<file path="config.mk">
export PLATFORM = sky130hd
export DESIGN_NAME = i2s_rx
export DESIGN_NICKNAME = d
export VERILOG_FILES = /design/src/rtl/i2s_pkg.sv /design/src/rtl/sync_2ff.sv /design/src/rtl/i2s_rx.sv
export SDC_FILE = /design/constraint.sdc
export NUM_CORES = 1
export LEC_CHECK = 0
export BUFFER_PORTS_ARGS = -buffer_cell sky130_fd_sc_hd__buf_2
export CAP_MARGIN = 20
export CELL_PAD_IN_SITES_DETAIL_PLACEMENT = 1
export CELL_PAD_IN_SITES_GLOBAL_PLACEMENT = 1
export CORE_MARGIN = 2
export CORE_UTILIZATION = 40
export DETAILED_ROUTE_END_ITERATION = 10
export HOLD_SLACK_MARGIN = 0.15
export PLACE_DENSITY = 0.82
export REMOVE_ABC_BUFFERS = 1
export SYNTH_ARGS = -nofsm -noshare
export SYNTH_HDL_FRONTEND = slang
export SYNTH_SLANG_ARGS = --single-unit
</file>
<file path="constraint.sdc">
create_clock -name clk -period 5 [get_ports clk]
set_input_delay 0.25 -clock clk [delete_from_list [all_inputs] [get_ports clk]]
set_output_delay 0.25 -clock clk [all_outputs]
set_load 0.03 [all_outputs]
</file>
<file path="src/rtl/i2s_pkg.sv">
// i2s_pkg: definitions shared by the I2S receive path.
//   i2s_rx_state_t : slot tracking state of the receiver (IDLE, LEFT, RIGHT)
//   I2S_DW_DEFAULT : default number of bits captured per channel
package i2s_pkg;

  typedef enum logic [1:0] {
    IDLE  = 2'd0,
    LEFT  = 2'd1,
    RIGHT = 2'd2
  } i2s_rx_state_t;

  localparam int I2S_DW_DEFAULT = 24;

endpackage

</file>
<file path="src/rtl/sync_2ff.sv">
// sync_2ff: two-flop synchroniser for a bundle of asynchronous inputs.
// Ports:
//   clk     : destination clock
//   rst     : synchronous active-high reset, loads RST_VAL into both flops
//   d       : asynchronous inputs
//   q       : synchronised outputs (two clk cycles of latency)
// Parameters: WIDTH (bundle width), RST_VAL (per-bit reset value, default 0).
module sync_2ff #(
  parameter int               WIDTH   = 1,
  parameter logic [WIDTH-1:0] RST_VAL = '0
) (
  input  logic             clk,
  input  logic             rst,
  input  logic [WIDTH-1:0] d,
  output logic [WIDTH-1:0] q
);

  logic [WIDTH-1:0] meta;

  always_ff @(posedge clk) begin
    if (rst) begin
      meta <= RST_VAL;
      q    <= RST_VAL;
    end else begin
      meta <= d;
      q    <= meta;
    end
  end

endmodule

</file>
<file path="src/rtl/i2s_rx.sv">
// i2s_rx: I2S receiver. Oversamples sclk/lrclk/sdi in the clk domain,
// deserialises one left and one right word per frame MSB-first and emits
// the stereo pair with a single-cycle fifo write strobe.
// Ports:
//   clk       : audio clock, all logic on posedge
//   rst       : synchronous active-high reset
//   sclk      : I2S bit clock (asynchronous)
//   lrclk     : I2S word select, 0 = left, 1 = right (asynchronous)
//   sdi       : I2S serial data (asynchronous)
//   ldata     : captured left word, valid while wr_en = 1, held until next wr_en
//   rdata     : captured right word, valid while wr_en = 1, held until next wr_en
//   wr_en     : one-cycle write strobe per complete frame
//   frame_err : one-cycle pulse on a short slot
// Parameter: DW (bits captured per channel; extra slot bits are ignored).
// Optional feature: define I2S_RX_FRAME_CHECK_EN to drive frame_err;
// otherwise frame_err is tied low and short slots are silently dropped.
module i2s_rx
  import i2s_pkg::*;
#(
  parameter int DW = I2S_DW_DEFAULT
) (
  input  logic          clk,
  input  logic          rst,
  input  logic          sclk,
  input  logic          lrclk,
  input  logic          sdi,
  output logic [DW-1:0] ldata,
  output logic [DW-1:0] rdata,
  output logic          wr_en,
  output logic          frame_err
);

  localparam int CW = $clog2(DW + 1);

  // ---- Stage p0: pin synchronisation and edge detection ----
  logic [2:0] pins_p0;
  logic       sclk_s, lrclk_s, sdi_s;

  // lrclk idles high so that reset does not fabricate a falling edge.
  sync_2ff #(
    .WIDTH  (3),
    .RST_VAL(3'b010)
  ) u_sync (
    .clk(clk),
    .rst(rst),
    .d  ({sclk, lrclk, sdi}),
    .q  (pins_p0)
  );

  assign {sclk_s, lrclk_s, sdi_s} = pins_p0;

  logic sclk_prev, lrclk_prev;

  always_ff @(posedge clk) begin
    if (rst) begin
      sclk_prev  <= 1'b0;
      lrclk_prev <= 1'b1;
    end else begin
      sclk_prev  <= sclk_s;
      lrclk_prev <= lrclk_s;
    end
  end

  logic sclk_rise, lr_rise, lr_fall, lr_edge;

  assign sclk_rise = sclk_s & ~sclk_prev;
  assign lr_rise   = lrclk_s & ~lrclk_prev;
  assign lr_fall   = ~lrclk_s & lrclk_prev;
  assign lr_edge   = lr_rise | lr_fall;

  i2s_rx_state_t state_q, state_d;

  always_ff @(posedge clk) begin
    if (rst) state_q <= IDLE;
    else     state_q <= state_d;
  end

  always_comb begin
    state_d = state_q;
    case (state_q)
      IDLE:    if (lr_fall) state_d = LEFT;
      LEFT:    if (lr_rise) state_d = RIGHT;
      RIGHT:   if (lr_fall) state_d = LEFT;
      default: state_d = IDLE;
    endcase
  end

  // ---- Stage p1: bit capture ----
  logic [CW-1:0] cnt_p1;
  logic          skip_p1;
  logic          vld_p1;
  logic [DW-1:0] shift_p1;
  logic          shift_en;
  logic          short_slot;

  assign shift_en   = sclk_rise && !lr_edge && (state_q != IDLE) && !skip_p1
                      && (cnt_p1 < CW'(DW));
  // The edge that leaves IDLE is never a short slot: nothing was being captured.
  assign short_slot = lr_edge && (state_q != IDLE) && (cnt_p1 < CW'(DW));

  always_ff @(posedge clk) begin
    if (rst) begin
      cnt_p1  <= '0;
      skip_p1 <= 1'b1;
      vld_p1  <= 1'b0;
    end else begin
      vld_p1 <= 1'b0;
      if (lr_edge) begin
        cnt_p1  <= '0;
        // A coincident sclk rise is the one-bit delay slot, already consumed.
        skip_p1 <= ~sclk_rise;
      end else if (sclk_rise && state_q != IDLE) begin
        if (skip_p1) begin
          skip_p1 <= 1'b0;
        end else if (cnt_p1 < CW'(DW)) begin
          cnt_p1 <= cnt_p1 + CW'(1);
          vld_p1 <= (cnt_p1 == CW'(DW - 1));
        end
      end
    end
  end

  always_ff @(posedge clk) begin
    if (lr_edge)       shift_p1 <= '0;
    else if (shift_en) shift_p1 <= {shift_p1[DW-2:0], sdi_s};
  end

  // ---- Stage p2: word hold and output register ----
  logic [DW-1:0] left_hold;
  logic          left_ok;

  always_ff @(posedge clk) begin
    if (vld_p1 && state_q == LEFT) left_hold <= shift_p1;
  end

  always_ff @(posedge clk) begin
    if (rst) begin
      left_ok <= 1'b0;
      wr_en   <= 1'b0;
      ldata   <= '0;
      rdata   <= '0;
    end else begin
      wr_en <= 1'b0;
      if (short_slot) begin
        left_ok <= 1'b0;
      end else if (vld_p1) begin
        if (state_q == LEFT) begin
          left_ok <= 1'b1;
        end else if (state_q == RIGHT && left_ok) begin
          ldata   <= left_hold;
          rdata   <= shift_p1;
          wr_en   <= 1'b1;
          left_ok <= 1'b0;
        end
      end
    end
  end

`ifdef I2S_RX_FRAME_CHECK_EN
  always_ff @(posedge clk) begin
    if (rst) frame_err <= 1'b0;
    else     frame_err <= short_slot;
  end
`else
  assign frame_err = 1'b0;
`endif

endmodule
</file>
# Word level (Yosys, flattened, before mapping)

Cells that the tools add are included.

Bits in registers: 115
Bits in latches: 0
Memory bits (writable): 0
Memory bits (read-only): 0
Bits of input ports: 5
Output and inout bits: 50
Logic and storage cells: 67
Memories kept: 0

Add/sub/neg operators: 1
Multipliers: 0
Divide/modulo/power cells: 0
Order comparisons: 1
Equality and inequality tests: 5
Shift operators: 0
Multiplexer cells: 8
Bitwise logic cells: 14
Reductions and logical operators: 24

Operators by type and width:

| cell                                                  | count |
|---|---|
| NOT 1 bit                                             | 10 |
| logical AND 1 bit                                     | 9 |
| nonzero test 2 bit                                    | 3 |
| OR reduction 2 bit                                    | 3 |
| adder 5 x 1 -> 5 bit, second input constant           | 1 |
| == test 5 bit, second input constant                  | 1 |
| < comparator 5 bit, second input constant             | 1 |
| 2-to-1 mux 1 bit                                      | 5 |
| OR reduction 5 bit                                    | 1 |
| 2-to-1 mux 2 bit                                      | 2 |
| one-hot mux 2 bit (2 select lines)                    | 1 |
| AND reduction 2 bit                                   | 2 |
| AND reduction 4 bit                                   | 1 |
| OR reduction 4 bit                                    | 1 |
| bitwise AND 1 bit                                     | 3 |
| AND reduction 3 bit                                   | 1 |
| == test 2 x 1 -> 1 bit, second input constant         | 1 |
| == test 2 bit, second input constant                  | 1 |
| logical NOT 1 bit                                     | 2 |
| logical NOT 2 bit                                     | 1 |
| inequality test 2 x 1 -> 1 bit, second input constant | 1 |
| inequality test 2 bit, second input constant          | 1 |
| OR 1 bit                                              | 1 |

# Depth between registers and ports, before layout

Gate-level depths: netlist of run 1.

Depth after elaboration: 8
Gate-level depth with buffers: 9
Depth with buffers taken out: 6

# Cells and area by module

From an unflattened synthesis of run 1, not the netlist that was laid out.

Cell total of the unflattened synthesis: 419
Area total of the unflattened synthesis: 4051.4 um^2

By module, submodules not included:

| module   | times used | cells each | area each (um^2) | sequential area each (um^2) |
|---|---|---|---|---|
| i2s_rx   | 1          | 407        | 3893.7           | 2422.3 |
| sync_2ff | 1          | 12         | 157.7            | 120.1 |

# Worst setup path after synthesis of run 1

Ideal clock, no wire load.

Path kind: flip-flop to flip-flop
Start point: register state_q[0]
End point: register left_ok
Library setup time: 0.072 ns
Arrival time: 1.915 ns
Required time: 4.928 ns
Slack: 3.014 ns
Cell stages (with the launch flop): 5
Clock period less this slack: 1.986 ns
Cell sequence: dfxtp_1 -> nand2_1 -> nor2_1 -> a22oi_1 -> a21oi_1

Longest elaborated chain between the ends: 4
Elaborated cells between the ends (all ways): 10
Classes of those cells: eq/ne (2); mux (1); reduce/logical (7)

RTL lines:

| item                                                                       | line                        | RTL |
|---|---|---|
| start, declared                                                            | i2s_rx.sv:71                | `i2s_rx_state_t state_q, state_d;` |
| start signal, assigned                                                     | i2s_rx.sv:75                | `else state_q <= state_d;` |
| == test 2 bit or nonzero test 2 bit (tied branches)                        | i2s_rx.sv:149, i2s_rx.sv:99 |  |
| logical AND 1 bit (on tied branches)                                       | i2s_rx.sv:149, i2s_rx.sv:99 |  |
| nonzero test 2 bit (no source line) or logical AND 1 bit (tied branches)   | n/a                         |  |
| AND reduction 2 bit (no source line) or OR reduction 2 bit (tied branches) | n/a                         |  |
| end signal, assigned                                                       | i2s_rx.sv:145               | `left_ok <= 1'b0;` |
| end signal, assigned                                                       | i2s_rx.sv:148               | `left_ok <= 1'b1;` |
| end signal, assigned                                                       | i2s_rx.sv:153               | `left_ok <= 1'b0;` |
| end, declared                                                              | i2s_rx.sv:130               | `logic left_ok;` |

Parallel ways exist; a longest one is shown, timed or not.
A chain may end at the register's enable or synchronous reset.

# Final worst setup path of run 1

Start point: register u_sync.q[1]
End point: register ldata[13]

Longest elaborated chain between the ends: 7
Elaborated cells between the ends (all ways): 8
Classes of those cells: bitwise (5); reduce/logical (3)

RTL lines:

| item                                     | line           | RTL |
|---|---|---|
| start, declared                          | sync_2ff.sv:15 | `output logic [WIDTH-1:0] q` |
| start signal, assigned                   | sync_2ff.sv:26 | `q <= meta;` |
| NOT 1 bit                                | i2s_rx.sv:68   | `assign lr_fall = ~lrclk_s & lrclk_prev;` |
| bitwise AND 1 bit                        | i2s_rx.sv:68   |  |
| OR 1 bit (*)                             | i2s_rx.sv:69   | `assign lr_edge = lr_rise \| lr_fall;` |
| logical AND 1 bit (*) (2 in a row)       | i2s_rx.sv:99   | `assign short_slot = lr_edge && (state_q != IDLE) && (cnt_p1 < CW'(DW));` |
| NOT 1 bit (no source line) (*)           | n/a            |  |
| AND reduction 4 bit (no source line) (*) | n/a            |  |
| end signal, assigned                     | i2s_rx.sv:150  | `ldata <= left_hold;` |
| end, declared                            | i2s_rx.sv:27   | `output logic [DW-1:0] ldata,` |

Mark *: on every way between the ends. The rest lies on a longest branch, timed or not.

==> results of run 1 <==
-- worst max-delay path, stage by stage (launching register included) --
cell and delay [ns]:
dfxtp_1 0.34, inv_1 0.05, ha_1 0.83, a21o_1 0.20, nand4_1 0.57, buf_4 0.50, nand2_1 0.13, a21oi_1 0.09
-- cells in the final DEF, fill, tap and decap left out, types with 2 or more instances in the layout --
master / instances
buf_4: 4
or2_2: 3
bufinv_16: 3
clkbuf_8: 2
dfxtp_1: 91
nor2_1: 8
xnor2_1: 2
nand3b_1: 2
a21oi_1: 53
inv_6: 2
ha_1: 3
clkinvlp_4: 3
nand2b_1: 3
inv_1: 2
nor2b_1: 7
dlygate4sd3_1: 3
nand2_1: 148
a21boi_0: 23
edfxtp_1: 24
clkbuf_16: 16
buf_2: 53
clkinv_4: 5
-- state kept, by name, indices dropped and copies added (netlist names) --
register	count
sclk_prev	1
shift_p1	24
state_q	2
left_hold	24
u_sync.meta	3
rdata	24
left_ok	1
skip_p1	1
cnt_p1	5
ldata	24
vld_p1	1
wr_en	1
lrclk_prev	1
u_sync.q	3
-- layout make-up --
class | instances | area share (%)
sequential | 115 | 51.1
tap | 133 | 3.34
timing repair buffer | 60 | 6.53
multi-input combinational | 272 | 26.7
clock inverter | 14 | 3.59
clock buffer | 18 | 8.60
inverter | 2 | 0.151
-- per-stage QoR --
step | cell area [um^2] | util [%] | total power, mW | cells | setup slack, ns
3_3_place_gp | 4340 | 44.6 | 0.994 | 579 | 2.25
4_1_cts | 4980 | 51.2 | 2.21 | 614 | 2.05
6_report | 4980 | 51.2 | 2.20 | 614 | 2.11
3_5_place_dp | 4340 | 44.6 | 0.995 | 579 | 2.09
2_1_floorplan | 3870 | - | 0.981 | 389 | 2.41
5_1_grt | 4980 | 51.2 | 2.26 | 614 | 1.82
-- metal layers --
layer  up-vias  routed length (um)  GRT usage [%]
met5         -                   0              0
met4         0                  65           6.37
met2        61                4800           32.6
li1       1472                   -              -
met3         7                 341           5.29
met1      1462                4040           21.2
-- power by group --
| group | internal, mW | total [mW] | switching, mW | leakage [nW] |
|---|---|---|---|---|
| clock | 0.777 | 1.22 | 0.443 | 0.288 |
| combinational | 0.0104 | 0.0285 | 0.0181 | 0.631 |
| sequential | 0.947 | 0.949 | 0.00193 | 1.01 |
-- final timing paths --
kind                                      from          end  slack [ns]  depth (start not counted)
worst max-delay path               u_sync.q[1]    ldata[13]        2.11                          7
worst min-delay path                       rst  u_sync.q[0]        0.35                          3
worst max register to register     u_sync.q[1]    ldata[13]        2.11                          7
worst min register to register  u_sync.meta[1]  u_sync.q[1]        0.41                          1
-- kinds of logic after synthesis --
| group | synth area share [%] |
|---|---|
| compound gates | 12.0 |
| flops | 63.8 |
| fa+ha+maj | 0.942 |
| simple gates | 19.3 |
| xor+xnor | 0.440 |
| other cells | 0.0941 |
| mux | 0.251 |
| buf+inv | 3.11 |
==> qor.txt, run 1 <==
Hold_ws -> 0.346 ns
Fmax -> 346 MHz
Final period util -> 57.8%
Post_cts resized -> 0
Post-CTS Setup Bufs -> 0
Die area -> 10800 um^2
Setup Skew -> 0.00936 ns
Gpl congestion -> 0.712
Rel. slew slack -> 38.3%
Worst-path maximum fanout -> 33
WP data arrival -> 3.25 ns
Final Hold Viols -> 0
Share of cells above drive strength 1 -> 20.2%
WL final -> 9250 um
Reg area -> 2540 um^2
Clock Tree Root -> clkbuf_8
Synth-to-Final Area Change -> 25.0%
Max Transition Viols Final -> 0
Total gr overflow -> 0
Least-Margin Pin Slew -> 0.925 ns
Synthesized flop and latch total -> 115
ANT cells -> 0
CP startpoint kind -> register
Dominant cells by area after synthesis -> dfxtp_1 46%, edfxtp_1 18%, nand2_1 14%, a21oi_1 6.7%, a21boi_0 4.3%
Port bufs -> 53
All-layer global routing usage -> 18.4%
Crit. End Element -> register
Fillers -> 1115
Synth warnings -> 0
Via density -> 4.89
Via count -> 3002
Avg Cell Area, Syn -> 9.60 um^2
First-pass GRT wire length -> 15700 um
Main synth FF type -> dfxtp_1
CTS tree -> done
H-tree depth -> 4
Initial Util -> 40.9%
Remaining antenna violation count after routing -> 0
Setup-failing EPs final -> 0
Core area -> 9730 um^2
Commonest cells in the netlist -> 148 x nand2_1, 91 x dfxtp_1, 53 x a21oi_1
PwrDens -> 441 nW/um^2
Initial antenna violation count -> 0
Vias in the first global route -> 3283
Seq/Total Area, Yosys -> 63.8%
CP Class -> register to register
Async SR Flop Fraction -> 0%
Largest net degree at the start of global routing -> 63
Required time at the worst-slack endpoint -> 5.36 ns
Hold buffers post-CTS -> 3
TritonCTS Sinks -> 115
DRT Pass-1 Iters -> 4
RSZ-0062 raised after global routing -> false
Clock-pin slew of the registers on the worst-case setup and hold paths -> 0.06 ns
Die height -> 104 um
Cts bufs inserted -> 17
Static leakage -> 1.93 nW
Clk buf depth -> 2
Worst VDD drop -> 0.000259 V
Crit path time final -> 2.89 ns
Largest area contributor in the netlist -> dfxtp_1
Boundary pin count -> 55
Synth Cell Area -> 3980 um^2
Area of the multi-input gates -> 1330 um^2
Wire per inst -> 15.1 um
Count of nets after finishing -> 476
Die X -> 104 um
Rows -> 36
Yosys top cell area share -> 45.7%
Run status -> finished clean
Maxcap violations -> 0
Count of different cell masters after synthesis -> 37
Post-synth EDFFs -> 24
Worst hold path type -> input port to register
# DRC -> 0
Synthesized netlist cell count -> 415
HPWL after DPL -> 5530 um
Detailed Route Iter0 Violations -> 124
Worst-Skew Late Latency -> 0.52 ns
Count leader, synth -> nand2_1
Post-Route Setup TNS -> 0 ns
Power figures use the tool's default switching activity.
==> inputs of run 2 (changes only) <==
- CORE_UTILIZATION: 40 -> 39
- PLACE_DENSITY: 0.82 -> 0.83
- clock period: 5 -> 2.45 ns (I/O delays scaled with it)
==> run 2 against run 1 <==
  * Combinational power grew 120%
  * Die area up 2.5%
  * Sequential share of layout area grew 0.17 points
  * Clock skew fell by 0.0038 ns
  * Worst setup slack got worse by 1.8 ns
  * Clock power is 80% higher
  * Largest power group unchanged
  * Highest routed layer unchanged
==> qor.txt, run 2 (synthesized netlist as in run 1, its figures left out) <==
CTS tree -> done (unchanged)
Non-filler cells in the finished layout -> 620 (was 614)
Crit path time final -> 2.15 ns (was 2.89 ns)
Wire per inst -> 14.3 um (was 15.1 um)
Largest net degree at the start of global routing -> 49 (was 63)
CP startpoint kind -> register (unchanged)
# DRC -> 0 (unchanged)
Maxcap violations -> 0 (unchanged)
ANT cells -> 0 (unchanged)
H-tree depth -> 4 (unchanged)
Flop2flop setup slack -> 0.30 ns (was 2.11 ns)
Buf/Inv on CP -> 1 (was 2)
Max Transition Viols Final -> 0 (unchanged)
Worst-Skew Late Latency -> 0.51 ns (was 0.52 ns)
DRT Pass-1 Iters -> 4 (unchanged)
Rel. slew slack -> 39.5% (was 38.3%)
Total Power -> 4.19 mW (was 2.20 mW)
Placed cells -> 583 (was 579)
Hold buffers post-CTS -> 5 (was 3)
Rows -> 36 (unchanged)
Detailed Route Iter0 Violations -> 82 (was 124)
Static leakage -> 1.93 nW (about the same)
Fmax -> 465 MHz (was 346 MHz)
Run status -> finished clean (unchanged)
Count of nets after finishing -> 482 (was 476)
Crit. End Element -> register (unchanged)
Required time at the worst-slack endpoint -> 2.88 ns (was 5.36 ns)
Hold_ws -> 0.322 ns (was 0.346 ns)
Initial antenna violation count -> 0 (unchanged)
Die X -> 105 um (was 104 um)
Crit path max-delay family -> simple AND/OR/NAND/NOR gates (was adder cells)
Vias in the first global route -> 3144 (was 3283)
Boundary pin count -> 55 (unchanged)
All-layer global routing usage -> 17.0% (was 18.4%)
TritonCTS Sinks -> 115 (unchanged)
RSZ-0062 raised after global routing -> false (unchanged)
WL final -> 8860 um (was 9250 um)
Synth-to-Final Area Change -> 24.6% (was 25.0%)
Clk buf depth -> 2 (unchanged)
Die area -> 11000 um^2 (was 10800 um^2)
Clock Tree Root -> clkbuf_8 (unchanged)
Most frequent cells in the layout -> 148 x nand2_1, 91 x dfxtp_1, 53 x a21oi_1, 53 x buf_2, 24 x edfxtp_1 (unchanged)
Via count -> 3036 (was 3002)
Worst-path maximum fanout -> 48 (was 33)
Worst VDD drop -> 0.000445 V (was 0.000259 V)
PwrDens -> 844 nW/um^2 (was 441 nW/um^2)
Least-Margin Pin Slew -> 0.908 ns (was 0.925 ns)
CP max stage cell -> and4_2 (was ha_1)
HPWL after DPL -> 5370 um (was 5530 um)
Final Hold Viols -> 0 (unchanged)
Setup-failing EPs final -> 0 (unchanged)
Gpl congestion -> 0.745 (was 0.712)
WP data arrival -> 2.59 ns (was 3.25 ns)
Max incr delay on CP -> 0.86 ns (was 0.83 ns)
Clock-pin slew of the registers on the worst-case setup and hold paths -> 0.05 ns (was 0.06 ns)
Post_cts resized -> 0 (unchanged)
Initial Util -> 40.4% (was 40.9%)
Share of cells above drive strength 1 -> 20.3% (was 20.2%)
CP Class -> register to register (unchanged)
Final period util -> 87.8% (was 57.8%)
Crit-path cells -> inv_1 -> ha_1 -> a21o_1 -> and4_2 -> nand2_1 -> a21oi_1 (was inv_1 -> ha_1 -> a21o_1 -> nand4_1 -> buf_4 -> nand2_1 -> a21oi_1)
Remaining antenna violation count after routing -> 0 (unchanged)
Setup Skew -> 0.00558 ns (was 0.00936 ns)
Total gr overflow -> 0 (unchanged)
Port bufs -> 53 (unchanged)
Cts bufs inserted -> 17 (unchanged)
First-pass GRT wire length -> 14900 um (was 15700 um)
Post-Route Setup TNS -> 0 ns (unchanged)
Core area -> 9860 um^2 (was 9730 um^2)
Post-CTS Setup Bufs -> 0 (unchanged)
Most common cell after layout, fill and taps aside -> nand2_1 (unchanged)
Worst hold path type -> input port to register (unchanged)
Die height -> 105 um (was 104 um)
Via density -> 4.90 (was 4.89)
[run 2: cell count changes in the layout (fill, tap and decap cells not counted), sizes merged]
cell / delta
bufinv: -3
buf: +4
dlygate4sd3: +2
clkbuf: +5
inv: -2
[run 2: worst paths after layout]
| kind | from | end | cells past startpoint |
|---|---|---|---|
| hold reg to reg | u_sync.meta[1] | u_sync.q[1] | 1 |
| setup / recovery | u_sync.q[1] | rdata[13] | 6 |
| hold / removal | lrclk | u_sync.meta[1] | 3 |
| setup reg to reg | u_sync.q[1] | rdata[13] | 6 |
[run 2: stage by stage]
step	cell area [um^2]	setup slack (ns)	utilization (%)
after global placement	4370	0.430	44.3
after detailed placement	4370	0.301	44.3
after CTS	4960	0.271	50.3
after floorplan	3870	-0.139	-
after global routing	4960	0.0648	50.3
final	4960	0.298	50.3
[run 2: layout make-up]
cell class	instances	area [um^2]
Clock inverter	9	52.6
Multi-Input combinational cell	272	1330
Inverter	2	7.51
Fill cell	1123	4900
Sequential cell	115	2540
Timing Repair Buffer	66	375
Clock buffer	23	488
Tap cell	133	166
[run 2: tightest hold or removal path, cell delays in order]
cell and delay, ns:
dlygate4sd3_1 0.51, buf_2 0.09, or2_2 0.08
[run 2: routing by layer]
layer	track usage, %	vias up	part of all wire, %
li1	-	1484	-
met5	0	-	0
met1	19.4	1476	44
met3	4.80	21	2.9
met4	7.14	0	2.1
met2	29.7	55	51
[run 2: power breakdown]
part,switching (mW),internal [mW],total (mW)
combinational,0.0383,0.0234,0.0617
clock,0.819,1.37,2.19
sequential,0.00441,1.93,1.94
total,0.862,3.33,4.19
